[config.mk]
export PLATFORM = sky130hd
export DESIGN_NAME = terminal_writer
export DESIGN_NICKNAME = d
export VERILOG_FILES = /design/src/rtl/terminal_pkg.sv /design/src/rtl/terminal_writer.sv
export SDC_FILE = /design/constraint.sdc
export NUM_CORES = 1
export LEC_CHECK = 0
export CAP_MARGIN = 10
export CORE_MARGIN = 8
export CORE_UTILIZATION = 55
export CTS_BUF_LIST = sky130_fd_sc_hd__clkbuf_8 sky130_fd_sc_hd__clkbuf_16
export DETAILED_ROUTE_END_ITERATION = 10
export PLACE_DENSITY = 0.82
export SLEW_MARGIN = 5
export SYNTH_ARGS = -nofsm -noshare
export SYNTH_HDL_FRONTEND = slang
export SYNTH_SLANG_ARGS = --single-unit
export TNS_END_PERCENT = 1
[constraint.sdc]
create_clock -name pixel_clk_in -period 8.6 [get_ports pixel_clk_in]
set_input_delay 1.72 -clock pixel_clk_in [delete_from_list [all_inputs] [get_ports pixel_clk_in]]
set_output_delay 1.72 -clock pixel_clk_in [all_outputs]
set_load 0.02 [all_outputs]
[src/rtl/terminal_pkg.sv]
// Shared constants and types for the terminal text writer.
package terminal_pkg;

  // Default grid geometry (character cells)
  localparam int TW_SCREEN_WIDTH  = 76;
  localparam int TW_SCREEN_HEIGHT = 44;

  // Glyph index stored into erased cells
  localparam logic [7:0] TW_BLANK_GLYPH = 8'h00;

  // Control codes; every other code is a printable glyph index
  localparam logic [7:0] CHAR_NEWLINE   = 8'h0A;
  localparam logic [7:0] CHAR_BACKSPACE = 8'h08;
  localparam logic [7:0] CHAR_CLEAR     = 8'h0C;

  // Writer sequencing states
  typedef enum logic [1:0] {
    IDLE      = 2'd0,
    WRITE     = 2'd1,
    CLEAR_ROW = 2'd2,
    CLEAR_ALL = 2'd3
  } tw_state_t;

endpackage

[src/rtl/terminal_writer.sv]
// Character stream to terminal-grid writer: tracks a text cursor and issues
// single-cycle grid writes for glyphs, backspace, row clears and screen clears.
module terminal_writer
  import terminal_pkg::*;
#(
  parameter int         SCREEN_WIDTH  = TW_SCREEN_WIDTH,
  parameter int         SCREEN_HEIGHT = TW_SCREEN_HEIGHT,
  parameter logic [7:0] BLANK_GLYPH   = TW_BLANK_GLYPH,
  localparam int        CELLS         = SCREEN_WIDTH * SCREEN_HEIGHT,
  localparam int        AW            = $clog2(CELLS),
  localparam int        XW            = $clog2(SCREEN_WIDTH),
  localparam int        YW            = $clog2(SCREEN_HEIGHT)
) (
  input  logic          pixel_clk_in,
  input  logic          rst_in,
  input  logic [7:0]    char_in,
  input  logic          char_valid_in,
  output logic          char_ready_out,
  output logic          tg_write_en,
  output logic [AW-1:0] tg_addr,
  output logic [7:0]    tg_input,
  output logic [XW-1:0] cursor_x_out,
  output logic [YW-1:0] cursor_y_out
);

  // Clear counter must be able to hold the full cell count as its end marker
  localparam int            CW      = $clog2(CELLS + 1);
  localparam logic [XW-1:0] X_LAST  = XW'(SCREEN_WIDTH - 1);
  localparam logic [YW-1:0] Y_LAST  = YW'(SCREEN_HEIGHT - 1);
  localparam logic [AW-1:0] WIDTH_A = AW'(SCREEN_WIDTH);
  localparam logic [CW-1:0] ROW_END = CW'(SCREEN_WIDTH);
  localparam logic [CW-1:0] ALL_END = CW'(CELLS);

  tw_state_t     state;
  logic          ready;
  logic [XW-1:0] cursor_x;
  logic [YW-1:0] cursor_y;
  logic [CW-1:0] clear_cnt;
  logic          line_adv;

  logic [AW-1:0] row_base;
  logic [AW-1:0] cursor_addr;
  logic [YW-1:0] next_y;
  logic [XW-1:0] bs_x;
  logic [YW-1:0] bs_y;
  logic [AW-1:0] bs_addr;

  // Address and cursor-step arithmetic derived from the current cursor
  always_comb begin
    row_base    = AW'(cursor_y) * WIDTH_A;
    cursor_addr = row_base + AW'(cursor_x);
    next_y      = (cursor_y == Y_LAST) ? '0 : cursor_y + 1'b1;
    if (cursor_x != '0) begin
      bs_x = cursor_x - 1'b1;
      bs_y = cursor_y;
    end else begin
      bs_x = X_LAST;
      bs_y = cursor_y - 1'b1;
    end
    bs_addr = AW'(bs_y) * WIDTH_A + AW'(bs_x);
  end

  // Writer FSM: handshake, cursor movement and all grid write outputs
  always_ff @(posedge pixel_clk_in) begin
    if (rst_in) begin
      state       <= IDLE;
      ready       <= 1'b1;
      tg_write_en <= 1'b0;
      tg_addr     <= '0;
      tg_input    <= '0;
      cursor_x    <= '0;
      cursor_y    <= '0;
      clear_cnt   <= '0;
      line_adv    <= 1'b0;
    end else begin
      case (state)
        IDLE: begin
          tg_write_en <= 1'b0;
          if (char_valid_in && ready) begin
            ready    <= 1'b0;
            line_adv <= 1'b0;
            case (char_in)
              CHAR_CLEAR: begin
                // First blank write goes out immediately at address 0
                tg_write_en <= 1'b1;
                tg_addr     <= '0;
                tg_input    <= BLANK_GLYPH;
                clear_cnt   <= CW'(1);
                cursor_x    <= '0;
                cursor_y    <= '0;
                state       <= CLEAR_ALL;
              end
              CHAR_NEWLINE: begin
                // No glyph; WRITE is a dead cycle so timing matches printables
                cursor_x <= '0;
                cursor_y <= next_y;
                line_adv <= 1'b1;
                state    <= WRITE;
              end
              CHAR_BACKSPACE: begin
                state <= WRITE;
                if (cursor_x != '0 || cursor_y != '0) begin
                  tg_write_en <= 1'b1;
                  tg_addr     <= bs_addr;
                  tg_input    <= BLANK_GLYPH;
                  cursor_x    <= bs_x;
                  cursor_y    <= bs_y;
                end
              end
              default: begin
                tg_write_en <= 1'b1;
                tg_addr     <= cursor_addr;
                tg_input    <= char_in;
                state       <= WRITE;
                if (cursor_x == X_LAST) begin
                  cursor_x <= '0;
                  cursor_y <= next_y;
                  line_adv <= 1'b1;
                end else begin
                  cursor_x <= cursor_x + 1'b1;
                end
              end
            endcase
          end
        end

        WRITE: begin
          if (line_adv) begin
            // Cursor already sits on the destination row, so row_base targets it
            tg_write_en <= 1'b1;
            tg_addr     <= row_base;
            tg_input    <= BLANK_GLYPH;
            clear_cnt   <= CW'(1);
            state       <= CLEAR_ROW;
          end else begin
            tg_write_en <= 1'b0;
            ready       <= 1'b1;
            state       <= IDLE;
          end
        end

        CLEAR_ROW: begin
          if (clear_cnt == ROW_END) begin
            tg_write_en <= 1'b0;
            ready       <= 1'b1;
            state       <= IDLE;
          end else begin
            tg_write_en <= 1'b1;
            tg_addr     <= row_base + AW'(clear_cnt);
            clear_cnt   <= clear_cnt + 1'b1;
          end
        end

        CLEAR_ALL: begin
          if (clear_cnt == ALL_END) begin
            tg_write_en <= 1'b0;
            ready       <= 1'b1;
            state       <= IDLE;
          end else begin
            tg_write_en <= 1'b1;
            tg_addr     <= AW'(clear_cnt);
            clear_cnt   <= clear_cnt + 1'b1;
          end
        end

        default: begin
          tg_write_en <= 1'b0;
          ready       <= 1'b1;
          state       <= IDLE;
        end
      endcase
    end
  end

  assign char_ready_out = ready;
  assign cursor_x_out   = cursor_x;
  assign cursor_y_out   = cursor_y;

endmodule
* Word level (Yosys, flattened, before mapping)
Index checks and enable logic that the tools add are counted.
Operators by class: add/subtract/negate cells 8, multipliers 2, div/mod/pow operators 0, $lt $le $gt $ge 0, equal/unequal tests 21, shifts and indexed selects 0, multiplexer cells 47, bitwise gates (word level) 0, reductions and logical operators 17
Operators by type and width (count):
- $mux 12 | 10
- $pmux 12 s4 | 2
- $pmux 12 s3 | 1
- $add 12x7->12 | 2
- $eq 8x4->1 const B | 3
- $mux 6 | 4
- $mux 8 | 3
- $pmux 8 s3 | 1
- $mux 7 | 3
- $mul 6x5->10 const B | 2
- $ne 2x2->1 const B | 9
- $pmux 6 s3 | 1
- $pmux 8 s2 | 1
- $pmux 7 s2 | 1
- $add 12x1->12 const B | 1
- $add 12x12->12 | 1
- $eq 12x12->1 const B | 1
- $eq 12x7->1 const B | 1
- $mux 1 | 10
- $mux 2 | 5
- $reduce_and 5->1 | 2
- $pmux 1 s4 | 2
- $pmux 2 s4 | 1
- $reduce_and 4->1 | 2
- 22 further kinds | 26
Word-level totals: flip-flop bits (word level) 50, latch bits 0, bits in writable memories 0, bits in read-only memories 0, bits of input ports 11, output and inout bits 35, word-level logic and storage cells 104, memories kept 0

* Depth between registers and ports, before layout
word-level depth 8, mapped depth 21, depth with buffers taken out 20

* Worst setup path after synthesis
OpenSTA, ideal clock, no wires.
path kind reg2reg, start point reg cursor_x[0], in the netlist cursor_x_out[0], end point reg tg_addr[9], library setup time 117 ps, arrival 4049 ps, required time 8483 ps, setup slack 4434 ps, cell stages (with the launch flop) 22, path buffers 1, clock period less this slack 4166 ps, path through dfxtp_1 > inv_1 > ha_1 > nor2b_1 > and2_1 > buf_2 > nand2_1 > xnor2_1 > ha_1 > ha_1 > inv_1 > fa_1 > inv_1 > ha_1 > o21ai_0 > o21bai_1 > a21o_1 > nand3b_1 > xor2_1 > a221oi_1 > a221oi_1 > a22o_1
Between the ends: cells in the longest elaborated chain, start to end 8, elaborated cells on any way between the ends 14, classes of those cells add/sub: 3; mul: 1; eq/ne: 1; mux: 6; reduce/logical: 3
RTL lines:
- from (decl) | line terminal_writer.sv:36 | logic [XW-1:0] cursor_x;
- from (signal assigned) | line terminal_writer.sv:106 | cursor_x <= bs_x;
- from (signal assigned) | line terminal_writer.sv:120 | cursor_x <= cursor_x + 1'b1;
- $reduce_bool 7->1 | line terminal_writer.sv:53, terminal_writer.sv:102
- $mux 6 | line terminal_writer.sv:53 | if (cursor_x != '0) begin
- $mul 6x5->10 | line terminal_writer.sv:60 | bs_addr = AW'(bs_y) * WIDTH_A + AW'(bs_x);
- $add 12x7->12 | line terminal_writer.sv:60
- $mux 12 | line terminal_writer.sv:102 | if (cursor_x != '0 || cursor_y != '0) begin
- $pmux 12 s3 | line terminal_writer.sv:82 | case (char_in)
- $mux 12 | line terminal_writer.sv:79 | if (char_valid_in && ready) begin
- $pmux 12 s4 | line terminal_writer.sv:76 | case (state)
- to (signal assigned) | line terminal_writer.sv:104 | tg_addr <= bs_addr;
- to (signal assigned) | line terminal_writer.sv:112 | tg_addr <= cursor_addr;
- to (signal assigned) | line terminal_writer.sv:131 | tg_addr <= row_base;
- to (decl) | line terminal_writer.sv:20 | output logic [AW-1:0] tg_addr,
Several ways; a longest one is shown, not always the timed one. The select of a mux whose other input is x is not followed. A chain may end at the register's enable or synchronous reset.

* Worst setup path in the final report
Ends and elaborated chain as after synthesis.

==> results.toml <==
[outcome]
run_status = "completed"

[cells_and_area]
post-route-util_pct = 63.0
fillerInstances = 780
area_delta_synth_final_pct = 11.1
final_cell_area_mm2 = 0.00550
nets = 717
drive_above_1_share_pct = 5.49
antenna_cells = 0

[worst_hold_path]
min_to = "tg_input[7]"
whs_path_depth = 2
holdCritStartpoint = "tg_input[7]"
hold_path.class = "reg -> reg"

[routing]
vias_per_cell = 6.31
drt_pass1_iterations = 5
wirelength_mm = 12.8
ant_nets = 0
route.detailed.drc = 0
drt-initial-drc-count = 331
wl_per_cell_um = 17.2
vias = 4706

[cts]
post_cts_buffers = 0
clock-sinks = 50
cts_resized = 0
cts_tree = "done"
cts_buffer_depth = 2
clk_pin_slew_worst_paths_ps = 110
htreeDepth = 2
cts_buffers = 5
cts_root_buf = "clkbuf_8"
clock_latency_ps = 320
cts_hold_buf = 0

[placement]
gp_congestion = 0.924
dp_hpwl_mm = 9.81
placed_area_mm2 = 0.00540
port-buffer-count = 45

[synth]
async_flop_share_pct = 0
synth-edff-count = 0
syn_avg_cell_area_um2 = 8.14
syn_inst = 608
yosys_register_bits = 50
yosysMostFrequentCell = "ha_1"
synth.top_cell.area_share_pct = 20.2
synthDistinctLibCells = 80
synth_top_area_cell = "dfxtp_1"
synthTopCellsByCount = "ha_1, nand2_1, a21oi_1, dfxtp_1, nor2_1"
yosysWarnings = 0
postSynthNetCount = 688
mappedNetlistArea_mm2 = 0.00495
seq_area_frac_synth_pct = 20.2
yosys-top-cells-area = "dfxtp_1, ha_1, xnor2_1"
ys.flop_type = "dfxtp_1"

[critical_path]
r2r-end = "tg_addr[9]"
r2r_start = "cursor_x_out[0]"
rr_worst_depth = 20
worst_setup_path_end_kind = "flop"
crit_required_ps = 8810
path_class = "reg -> reg"
critPathLaunchType = "flop"
cp_max_fo = 10
reg2reg_slack_ps = 3700
worstPathArrival_ps = 5120

[timing]
fin_crit_sh_pct = 57.0
slew_violations = 0
holdWs_ps = 459
fmax_mhz = 204
finClkSkew_ps = 11.7
timing.final.hold_violations = 0
setup_viol = 0
rsz0062_at_grt = "no"
fin_tns_setup_ps = 0
worstMarginPinSlew_ps = 1040
slew_headroom_pct = 30.6
fin_crit_ps = 4900

[floorplan]
io_pins = 46
core_area_mm2 = 0.00872
fp-row-count = 34
initial_core_util_pct = 56.7
die_area_mm2 = 0.0123
chipWidth_um = 111
die_y_um = 111

[global_route]
grt_pass1_wl_mm = 21.9
first_global_vias = 4375
grt_max_degree = 41
antenna_found_initial = 0
gr-total-overflow = 0
track_usage_pct = 20.6

[pwr]
ir_drop_uv = 136
p_leak_uw = 0.00228
total_power_uw = 977
pwr_density_cell_mw_per_mm2 = 178

[run]
maxCapViolations = 0
-- placed cells by master, fill, tap and decap left out, types with 5 or more instances in the layout --
master,count
a211oi_1,9
a21o_1,10
a21oi_1,50
a221oi_1,7
and3_1,5
clkbuf_8,5
clkdlybuf4s50_1,45
dfxtp_1,50
fa_1,7
ha_1,62
inv_1,36
nand2_1,53
nand2b_1,8
nand3_1,26
nand3b_1,6
nand4_1,12
nor2_1,47
nor2b_1,5
nor3_1,11
o21ai_0,35
o21bai_1,5
xnor2_1,29
xor2_1,22
-- cells by family after synthesis --
| kind of cell | count (synthesis) | synth area share, % |
|---|---|---|
| flops | 50 | 20.2 |
| fa+ha+maj | 69 | 18.5 |
| mux | 7 | 2.17 |
| simple gates | 203 | 21.7 |
| compound gates | 162 | 21.4 |
| buf+inv | 64 | 6.27 |
| xor+xnor | 53 | 9.69 |
-- final cells by class --
| class | instances | area (um2) | area share (%) |
|---|---|---|---|
| Multi-Input combinational cell | 494 | 3640 | 66.2 |
| Timing Repair Buffer | 47 | 465 | 8.47 |
| Sequential cell | 50 | 1000 | 18.2 |
| Clock buffer | 5 | 68.8 | 1.25 |
| Tap cell | 108 | 135 | 2.46 |
| Inverter | 39 | 160 | 2.91 |
| Clock inverter | 3 | 28.8 | 0.524 |
-- metal layers --
metal | vias up | GRT usage [%] | part of all wire, %
met5 | - | 0 | 0
met2 | 212 | 31.6 | 44
met4 | 0 | 7.39 | 2.9
li1 | 2257 | - | -
met3 | 36 | 3.46 | 7.1
met1 | 2201 | 28.0 | 46
-- per-stage QoR --
stage,worst slack (ps),instances
finish,3700,746
global route,3320,746
CTS,3750,746
detailed placement,3820,738
global placement,3850,738
floorplan,4430,608
-- power breakdown --
part           leakage (uW)  switching, uW  internal, uW
Clock             0.0000502           90.2          60.5
Combinational       0.00182            321           250
Sequential         0.000406           13.3           241
Total               0.00228            425           552
-- flip-flops by register name, indices dropped and copies added, names as in the netlist --
signal and count:
clear_cnt 12, cursor_y_out 6, state 2, tg_input 8, tg_addr 12, char_ready_out 1
line_adv 1, cursor_x_out 7, tg_write_en 1
-- worst max path at each step --
stage / start / cells after the start / end / slack [ps]
detailed placement: cursor_x_out[0] / 20 / tg_addr[9] / 3820
global route: cursor_x_out[0] / 20 / tg_addr[9] / 3320
finish: cursor_x_out[0] / 20 / tg_addr[9] / 3700
floorplan: cursor_x_out[0] / 21 / tg_addr[9] / 4430
global placement: cursor_y_out[0] / 17 / tg_addr[9] / 3850
CTS: cursor_x_out[0] / 20 / tg_addr[9] / 3750
-- critical path, cell delays in order (launching register included) --
cell and delay [ps]:
dfxtp_1 420, inv_1 120, ha_1 180, nor2b_1 240
and2_1 420, nand2_1 180, xnor2_1 430, ha_1 240
ha_1 190, inv_1 60, fa_1 470, inv_1 40
ha_1 310, o21ai_0 90, o21bai_1 140, a21o_1 170
nand3b_1 130, xor2_1 200, a221oi_1 390, a221oi_1 100
a22o_1 270
Power figures use the tool's default switching activity.
